[src/rtl/barcode_entry_sequencer.sv]
// barcode_entry_sequencer: keypad digits -> barcode shift strobes, entry count, timeout and product lookup handshake
module barcode_entry_sequencer #(
   parameter int DIGITS      = 4,
   parameter int TIMEOUT_CYC = 250000000,
   parameter int CNT_W       = 28
) (
   input  logic       CLK,
   input  logic       RESET,
   input  logic       KEY_VALID,
   input  logic [3:0] KEY_CODE,
   output logic       BC_ENABLE,
   output logic [3:0] BC_DIGIT,
   output logic       BC_CLEAR_N,
   output logic [2:0] DIGIT_COUNT,
   output logic       LOOKUP_REQ,
   input  logic       LOOKUP_ACK,
   input  logic       LOOKUP_HIT,
   output logic       ITEM_VALID,
   output logic       ITEM_MISS,
   output logic       ENTRY_TMO,
   output logic       BUSY
);
   typedef enum logic [1:0] {IDLE, COLLECT, LOOKUP, FLUSH} state_t;
   localparam logic [2:0]       FULL     = 3'(DIGITS);
   localparam logic [CNT_W-1:0] TMO_LAST = CNT_W'(TIMEOUT_CYC - 1);
   state_t           state_q, state_d;
   logic [CNT_W-1:0] cnt_q, cnt_d;
   logic             en_q, en_d;
   logic [3:0]       dig_q, dig_d;
   logic             clr_n_q, clr_n_d;
   logic [2:0]       count_q, count_d;
   logic             req_q, req_d;
   logic             valid_q, valid_d;
   logic             miss_q, miss_d;
   logic             tmo_q, tmo_d;
   logic             busy_q, busy_d;
   logic             is_digit, is_clear, is_enter;
   assign is_digit = KEY_VALID && (KEY_CODE <= 4'd9);
   assign is_clear = KEY_VALID && (KEY_CODE == 4'hA);
   assign is_enter = KEY_VALID && (KEY_CODE == 4'hB);
   // next-state and next-output: every output is the registered image of what the state transition implies
   always_comb begin
      state_d = state_q;
      cnt_d   = '0;
      en_d    = 1'b0;
      dig_d   = dig_q;
      clr_n_d = 1'b1;
      count_d = count_q;
      req_d   = 1'b0;
      valid_d = 1'b0;
      miss_d  = 1'b0;
      tmo_d   = 1'b0;
      busy_d  = 1'b0;
      case (state_q)
         IDLE: begin
            if (is_digit) begin
               en_d    = 1'b1;
               dig_d   = KEY_CODE;
               count_d = 3'd1;
               state_d = COLLECT;
            end
         end
         COLLECT: begin
            // any key activity restarts the idle timer and beats a simultaneous expiry
            if (KEY_VALID) begin
               if (is_digit && count_q < FULL) begin
                  en_d    = 1'b1;
                  dig_d   = KEY_CODE;
                  count_d = count_q + 3'd1;
               end else if (is_clear) begin
                  state_d = FLUSH;
                  clr_n_d = 1'b0;
                  count_d = '0;
                  busy_d  = 1'b1;
               end else if (is_enter && count_q == FULL) begin
                  state_d = LOOKUP;
                  req_d   = 1'b1;
                  busy_d  = 1'b1;
               end
            end else if (cnt_q == TMO_LAST) begin
               tmo_d   = 1'b1;
               state_d = FLUSH;
               clr_n_d = 1'b0;
               count_d = '0;
               busy_d  = 1'b1;
            end else begin
               cnt_d = cnt_q + CNT_W'(1);
            end
         end
         LOOKUP: begin
            busy_d = 1'b1;
            if (LOOKUP_ACK) begin
               valid_d = LOOKUP_HIT;
               miss_d  = !LOOKUP_HIT;
               state_d = FLUSH;
               clr_n_d = 1'b0;
               count_d = '0;
            end else begin
               req_d = 1'b1;
            end
         end
         FLUSH:   state_d = IDLE;
         default: state_d = IDLE;
      endcase
   end
   // state and output registers; reset holds the barcode register cleared and drops any pending request
   always_ff @(posedge CLK or posedge RESET) begin
      if (RESET) begin
         state_q <= IDLE;
         cnt_q   <= '0;
         en_q    <= 1'b0;
         dig_q   <= '0;
         clr_n_q <= 1'b0;
         count_q <= '0;
         req_q   <= 1'b0;
         valid_q <= 1'b0;
         miss_q  <= 1'b0;
         tmo_q   <= 1'b0;
         busy_q  <= 1'b0;
      end else begin
         state_q <= state_d;
         cnt_q   <= cnt_d;
         en_q    <= en_d;
         dig_q   <= dig_d;
         clr_n_q <= clr_n_d;
         count_q <= count_d;
         req_q   <= req_d;
         valid_q <= valid_d;
         miss_q  <= miss_d;
         tmo_q   <= tmo_d;
         busy_q  <= busy_d;
      end
   end
   assign BC_ENABLE   = en_q;
   assign BC_DIGIT    = dig_q;
   assign BC_CLEAR_N  = clr_n_q;
   assign DIGIT_COUNT = count_q;
   assign LOOKUP_REQ  = req_q;
   assign ITEM_VALID  = valid_q;
   assign ITEM_MISS   = miss_q;
   assign ENTRY_TMO   = tmo_q;
   assign BUSY        = busy_q;
endmodule

[config.mk]
export PLATFORM = sky130hd
export DESIGN_NAME = barcode_entry_sequencer
export DESIGN_NICKNAME = d
export VERILOG_FILES = /design/src/rtl/barcode_entry_sequencer.sv
export SDC_FILE = /design/constraint.sdc
export NUM_CORES = 1
export LEC_CHECK = 0
export ABC_AREA = 0
export CAP_MARGIN = 0
export CORE_ASPECT_RATIO = 0.9
export CORE_MARGIN = 2
export CORE_UTILIZATION = 51
export DETAILED_ROUTE_END_ITERATION = 8
export PLACE_DENSITY = 0.76
export SETUP_SLACK_MARGIN = 0.2
export SLEW_MARGIN = 0
export SYNTH_ARGS = -nofsm -noshare
export SYNTH_HDL_FRONTEND = slang
export SYNTH_SLANG_ARGS = --single-unit
[constraint.sdc]
create_clock -name CLK -period 2.2 [get_ports CLK]
set_clock_uncertainty 0.15 [all_clocks]
set_input_delay 0.33 -clock CLK [delete_from_list [all_inputs] [get_ports CLK]]
set_output_delay 0.33 -clock CLK [all_outputs]
set_load 0.01 [all_outputs]
=== Word-level counts from Yosys, hierarchy flattened ===
Index checks and enable logic that the tools add are counted.

* Register bits after elaboration: 44
* Output and inout bits: 14
* Input bits: 9
* Word-level logic and storage cells: 90

* Add/subtract/negate cells: 2
* Magnitude comparators: 2
* Eq/ne operators: 15
* Reductions and logical operators: 12
* Muxes and demuxes: 48

{| class="wikitable"
|+ Operator list
! operator !! number
|-
| two-way mux 28 bit || 3
|-
| adder 28 x 1 -> 28 bit, second input constant || 1
|-
| equality test 28 bit, second input constant || 1
|-
| two-way mux 1 bit || 22
|-
| two-way mux 3 bit || 6
|-
| two-way mux 2 bit || 7
|-
| two-way mux 4 bit || 3
|-
| AND reduction 5 bit || 2
|-
| case mux 3 bit (3 select lines) || 1
|-
| equality test 4 bit, second input constant || 2
|-
| inequality test 2 bit, second input constant || 4
|-
| inequality test 4 bit, second input constant || 2
|-
| case mux 1 bit (2 select lines) || 4
|-
| case mux 2 bit (4 select lines) || 1
|-
| case mux 4 bit (2 select lines) || 1
|-
| inequality test 3 bit, second input constant || 2
|-
| logical AND 1 bit || 5
|-
| equality test 2 bit, second input constant || 2
|-
| <= comparator 4 bit, second input constant || 1
|-
| AND reduction 4 bit || 1
|-
| adder 3 x 1 -> 3 bit, second input constant || 1
|-
| equality test 3 bit, second input constant || 1
|-
| < comparator 3 bit, second input constant || 1
|-
| nonzero test 3 bit || 1
|-
| other kinds (4) || 4
|}

=== Logic depth before layout (Yosys ltp) ===
* Depth in word-level cells: 8
* Gate-level depth with buffers: 7
* Mapped depth without buffers: 7

=== Least setup slack after synthesis ===
Ideal clock, no wire load.

* Path kind: flip-flop to flip-flop
* Start: register cnt_q[7]
* End: register state_q[1]
* Data required time: 1,925 ps
* Library setup time: 125 ps
* Data arrival time: 1,948 ps
* Clock period less this slack: 2,223 ps
* Setup slack: -23 ps
* Cell stages (with the launch flop): 6
* Path buffers: 0
* Path through: dfrtp_1 -> or4b_1 -> nor4b_2 -> nand4_2 -> a21oi_1 -> mux2_2

* Word-level cells in the longest chain between the ends: 3

{| class="wikitable"
|+ Ends and longest elaborated chain
! what !! line !! RTL
|-
| from (decl) || 27 || <nowiki>logic [CNT_W-1:0] cnt_q, cnt_d;</nowiki>
|-
| from (signal assigned) || 122 || <nowiki>cnt_q <= cnt_d;</nowiki>
|-
| equality test 28 bit || 80 || <nowiki>end else if (cnt_q == TMO_LAST) begin</nowiki>
|-
| inequality test 3 bit (no source line) || n/a ||
|-
| AND reduction 5 bit (no source line) || n/a ||
|-
| to (signal assigned) || 121 || <nowiki>state_q <= state_d;</nowiki>
|-
| to (decl) || 26 || <nowiki>state_t state_q, state_d;</nowiki>
|}

No other way between the ends.
A chain may end at the register's enable or synchronous reset.

=== Worst setup path in the final report ===
* Start: register cnt_q[19]
* End: register count_q[0], in the netlist DIGIT_COUNT[0]

* Word-level cells in the longest chain between the ends: 3

{| class="wikitable"
|+ Ends and longest elaborated chain
! what !! line !! RTL
|-
| equality test 28 bit || 80 ||
|-
| inequality test 3 bit (no source line) || n/a ||
|-
| AND reduction 5 bit (no source line) || n/a ||
|-
| to (signal assigned) || 126 || <nowiki>count_q <= count_d;</nowiki>
|-
| to (decl) || 31 || <nowiki>logic [2:0] count_q, count_d;</nowiki>
|}

No other way between the ends.

==> flow_metrics.tcl <==
set metrics [dict create \
    dpl-instance-area_um2 2768 \
    grt_max_degree 31 \
    end_kind "flop" \
    gp_congestion 0.8806 \
    rrSetupSlack_ns 0.004 \
    hold_violations 0 \
    clk_pin_slew_ns 0.08 \
    hp-class "input port to async pin" \
    synth_edf_count 0 \
    critPathRequiredTime_ns 2.24 \
    rows 22 \
    core_um2 4156 \
    drt_pass1_iterations 4 \
    r2r_end "DIGIT_COUNT[0]$_DFFE_PP0P_" \
    status "completed" \
    worst_slack_ns 0.004425 \
    wl_per_cell_um 14.46 \
    clk_path_buf_depth 2 \
    synth_top_cell_by_area "dfrtp_1" \
    antenna_found_initial 0 \
    via_per_inst 5.223 \
    grt-ovfl-total 0 \
    clock_latency_ns 0.31 \
    fin_crit_sh 0.9980 \
    total_power_uw 2564 \
    cp-start-kind "flop" \
    drt-initial-drc-count 115 \
    vias 1828 \
    worstMarginPinSlew_ns 0.5669 \
    drive_gt1_frac 0.2000 \
    grt_pass1_wl_um 8211 \
    yosys_warnings 0 \
    yosysTopAreaCellShare 0.4892 \
    place.port_buffers 22 \
    worst-setup-path-type "flop to flop" \
    relSlewSlack 0.6198 \
    seq_area_um2 1101 \
    final_net_count 305 \
    dp_slack_ns -0.1197 \
    rsz0062_at_grt "yes" \
    die_w_um 74.03 \
    cts_tree "yes" \
    maxCapViolCount 0 \
    leakage_uw 0.001272 \
    clock.fmax_ghz 0.4555 \
    dieArea_um2 4962 \
    grt_pass1_vias 1757 \
    maxSlewViolCount 0 \
    drt_wl_total_um 5061 \
    syn_area_per_cell_um2 9.829 \
    cts_buffers 5 \
    cts_sinks 44 \
    diodes 0 \
    synth_cell_types 36 \
    timing.rr.start "cnt_q[19]$_DFF_PP0_" \
    io_pins 23 \
    synth_nets 245 \
    cts-root-buf "clkbuf_8" \
    async_reset_ff_frac 1.000 \
    fin_area_um2 2953 \
    multi_input_area_um2 1145 \
    cp_max_fo 4 \
    synth_cells 229 \
    fp.dieH_um 67.03 \
    period_needed_ns 2.196 \
    hpwl_um 3537 \
    start_util 0.5415 \
    ys_ff_latch 44 \
    fillers 310 \
    area_growth_pct 31.18 \
    critPathArrivalTime_ns 2.24 \
    seq_area_frac_synth 0.4892 \
    drc 0 \
    synth_flop_cell "dfrtp_1" \
    reg2reg_depth 5 \
    setup_violations 0 \
    grtUsageTotal 0.2238 \
    peakVddDrop_uv 584.8 \
    final_util 0.7104 \
    tns_ns 0 \
    drtAntennaViolNets 0 \
    yosys-top-cells-area "dfrtp_1 (49%), xor2_1 (7.4%), nor2_1 (6.5%)" \
    netlist_area_um2 2251 \
    power.density_nw_per_um2 868.2 \
    htreeDepth 2 \
]
what timing repair did:
| item | CTS | global route |
|---|---|---|
| hold buffers | 0 | 0 |
| buffers inserted | 3 | 4 |
| hold endpoints to repair | 0 | 0 |
| setup endpoints to repair | 32 | 38 |
| pin swaps | 2 | 2 |
| resized for setup | 4 | 5 |
through the flow:
step,instances,hold slack (ns)
3_5_place_dp,335,0.3432
2_1_floorplan,229,0.2459
4_1_cts,346,0.1725
5_1_grt,350,0.1986
6_report,350,0.1648
3_3_place_gp,335,0.3558
cell usage in the layout (no fill, tap or decap), types with 3 or more instances in the layout:
| cell | instances |
|---|---|
| dfrtp_1 | 44 |
| nor2_1 | 39 |
| buf_4 | 33 |
| clkdlybuf4s50_1 | 22 |
| xor2_1 | 19 |
| nand3_1 | 17 |
| nand2_1 | 16 |
| nand4_1 | 9 |
| inv_1 | 8 |
| ha_1 | 7 |
| and3_1 | 6 |
| xnor2_1 | 6 |
| clkbuf_8 | 6 |
| nor2b_1 | 5 |
| nor3_1 | 5 |
| a21oi_1 | 4 |
| o21ai_0 | 4 |
| mux2_2 | 4 |
| mux2_4 | 3 |
flip-flops by register name, indices dropped and copies added, names as in the netlist:
signal	flops
BC_CLEAR_N	1
BC_DIGIT	4
BC_ENABLE	1
BUSY	1
DIGIT_COUNT	3
ENTRY_TMO	1
ITEM_MISS	1
ITEM_VALID	1
LOOKUP_REQ	1
cnt_q	28
state_q	2
cells in the mapped netlist (3+ instances only):
library cell,count
nand3_1,17
inv_1,9
and3_1,6
a21oi_1,5
dfrtp_1,44
nor2b_1,5
nand4_1,9
nor3_1,5
xnor2_1,6
nand2_1,17
xor2_1,19
nor2_1,39
ha_1,7
o21ai_0,4
nor4_1,3
mux2_2,5
critical path: stages (launching register included):
cell and delay, ns:
dfrtp_1 0.38, or4b_4 0.55, nor4b_4 0.23, nand4_2 0.19, a21o_1 0.26, mux2_4 0.32
worst max path at each step:
stage | startpoint | to | slack [ns]
2_1_floorplan | cnt_q[14]$_DFF_PP0_ | DIGIT_COUNT[0]$_DFFE_PP0P_ | 0.04
3_3_place_gp | KEY_CODE[2] | DIGIT_COUNT[0]$_DFFE_PP0P_ | -0.04
3_5_place_dp | KEY_CODE[2] | DIGIT_COUNT[0]$_DFFE_PP0P_ | -0.12
4_1_cts | cnt_q[19]$_DFF_PP0_ | DIGIT_COUNT[0]$_DFFE_PP0P_ | -0.008
5_1_grt | cnt_q[19]$_DFF_PP0_ | DIGIT_COUNT[0]$_DFFE_PP0P_ | -0.07
6_report | cnt_q[19]$_DFF_PP0_ | DIGIT_COUNT[0]$_DFFE_PP0P_ | 0.004
cells by family (layout without fill, tap and decap cells):
family | Yosys count | after routing | synth area share
mux | 7 | 7 | 0.03835
xor+xnor | 25 | 25 | 0.09728
flops | 44 | 44 | 0.4892
simple gates | 112 | 112 | 0.2501
buf+inv | 13 | 74 | 0.02279
compound gates | 21 | 21 | 0.06337
fa+ha+maj | 7 | 7 | 0.03891
final cells by class:
class	instances	share of cell area
multi-input combinational	172	0.3877
sequential	44	0.3729
timing repair buffer	57	0.1720
clock buffer	8	0.03051
tap	60	0.02542
inverter	9	0.01144
report_power, final:
part | switching (uW) | internal (uW) | leakage (uW)
Clock | 279 | 256 | 0.0000455
Combinational | 505 | 542 | 0.000632
Sequential | 63.2 | 918 | 0.000594
metal layers:
| metal | vias to the layer above | global-route usage | wire [um] | share of wire |
|---|---|---|---|---|
| li1 | 908 | - | - | - |
| met1 | 864 | 0.3314 | 2427 | 0.48 |
| met2 | 48 | 0.3147 | 2252 | 0.44 |
| met3 | 8 | 0.05749 | 299 | 0.059 |
| met4 | 0 | 0.07727 | 82 | 0.016 |
| met5 | - | 0 | 0 | 0 |
(Power assumes the default switching activity.)
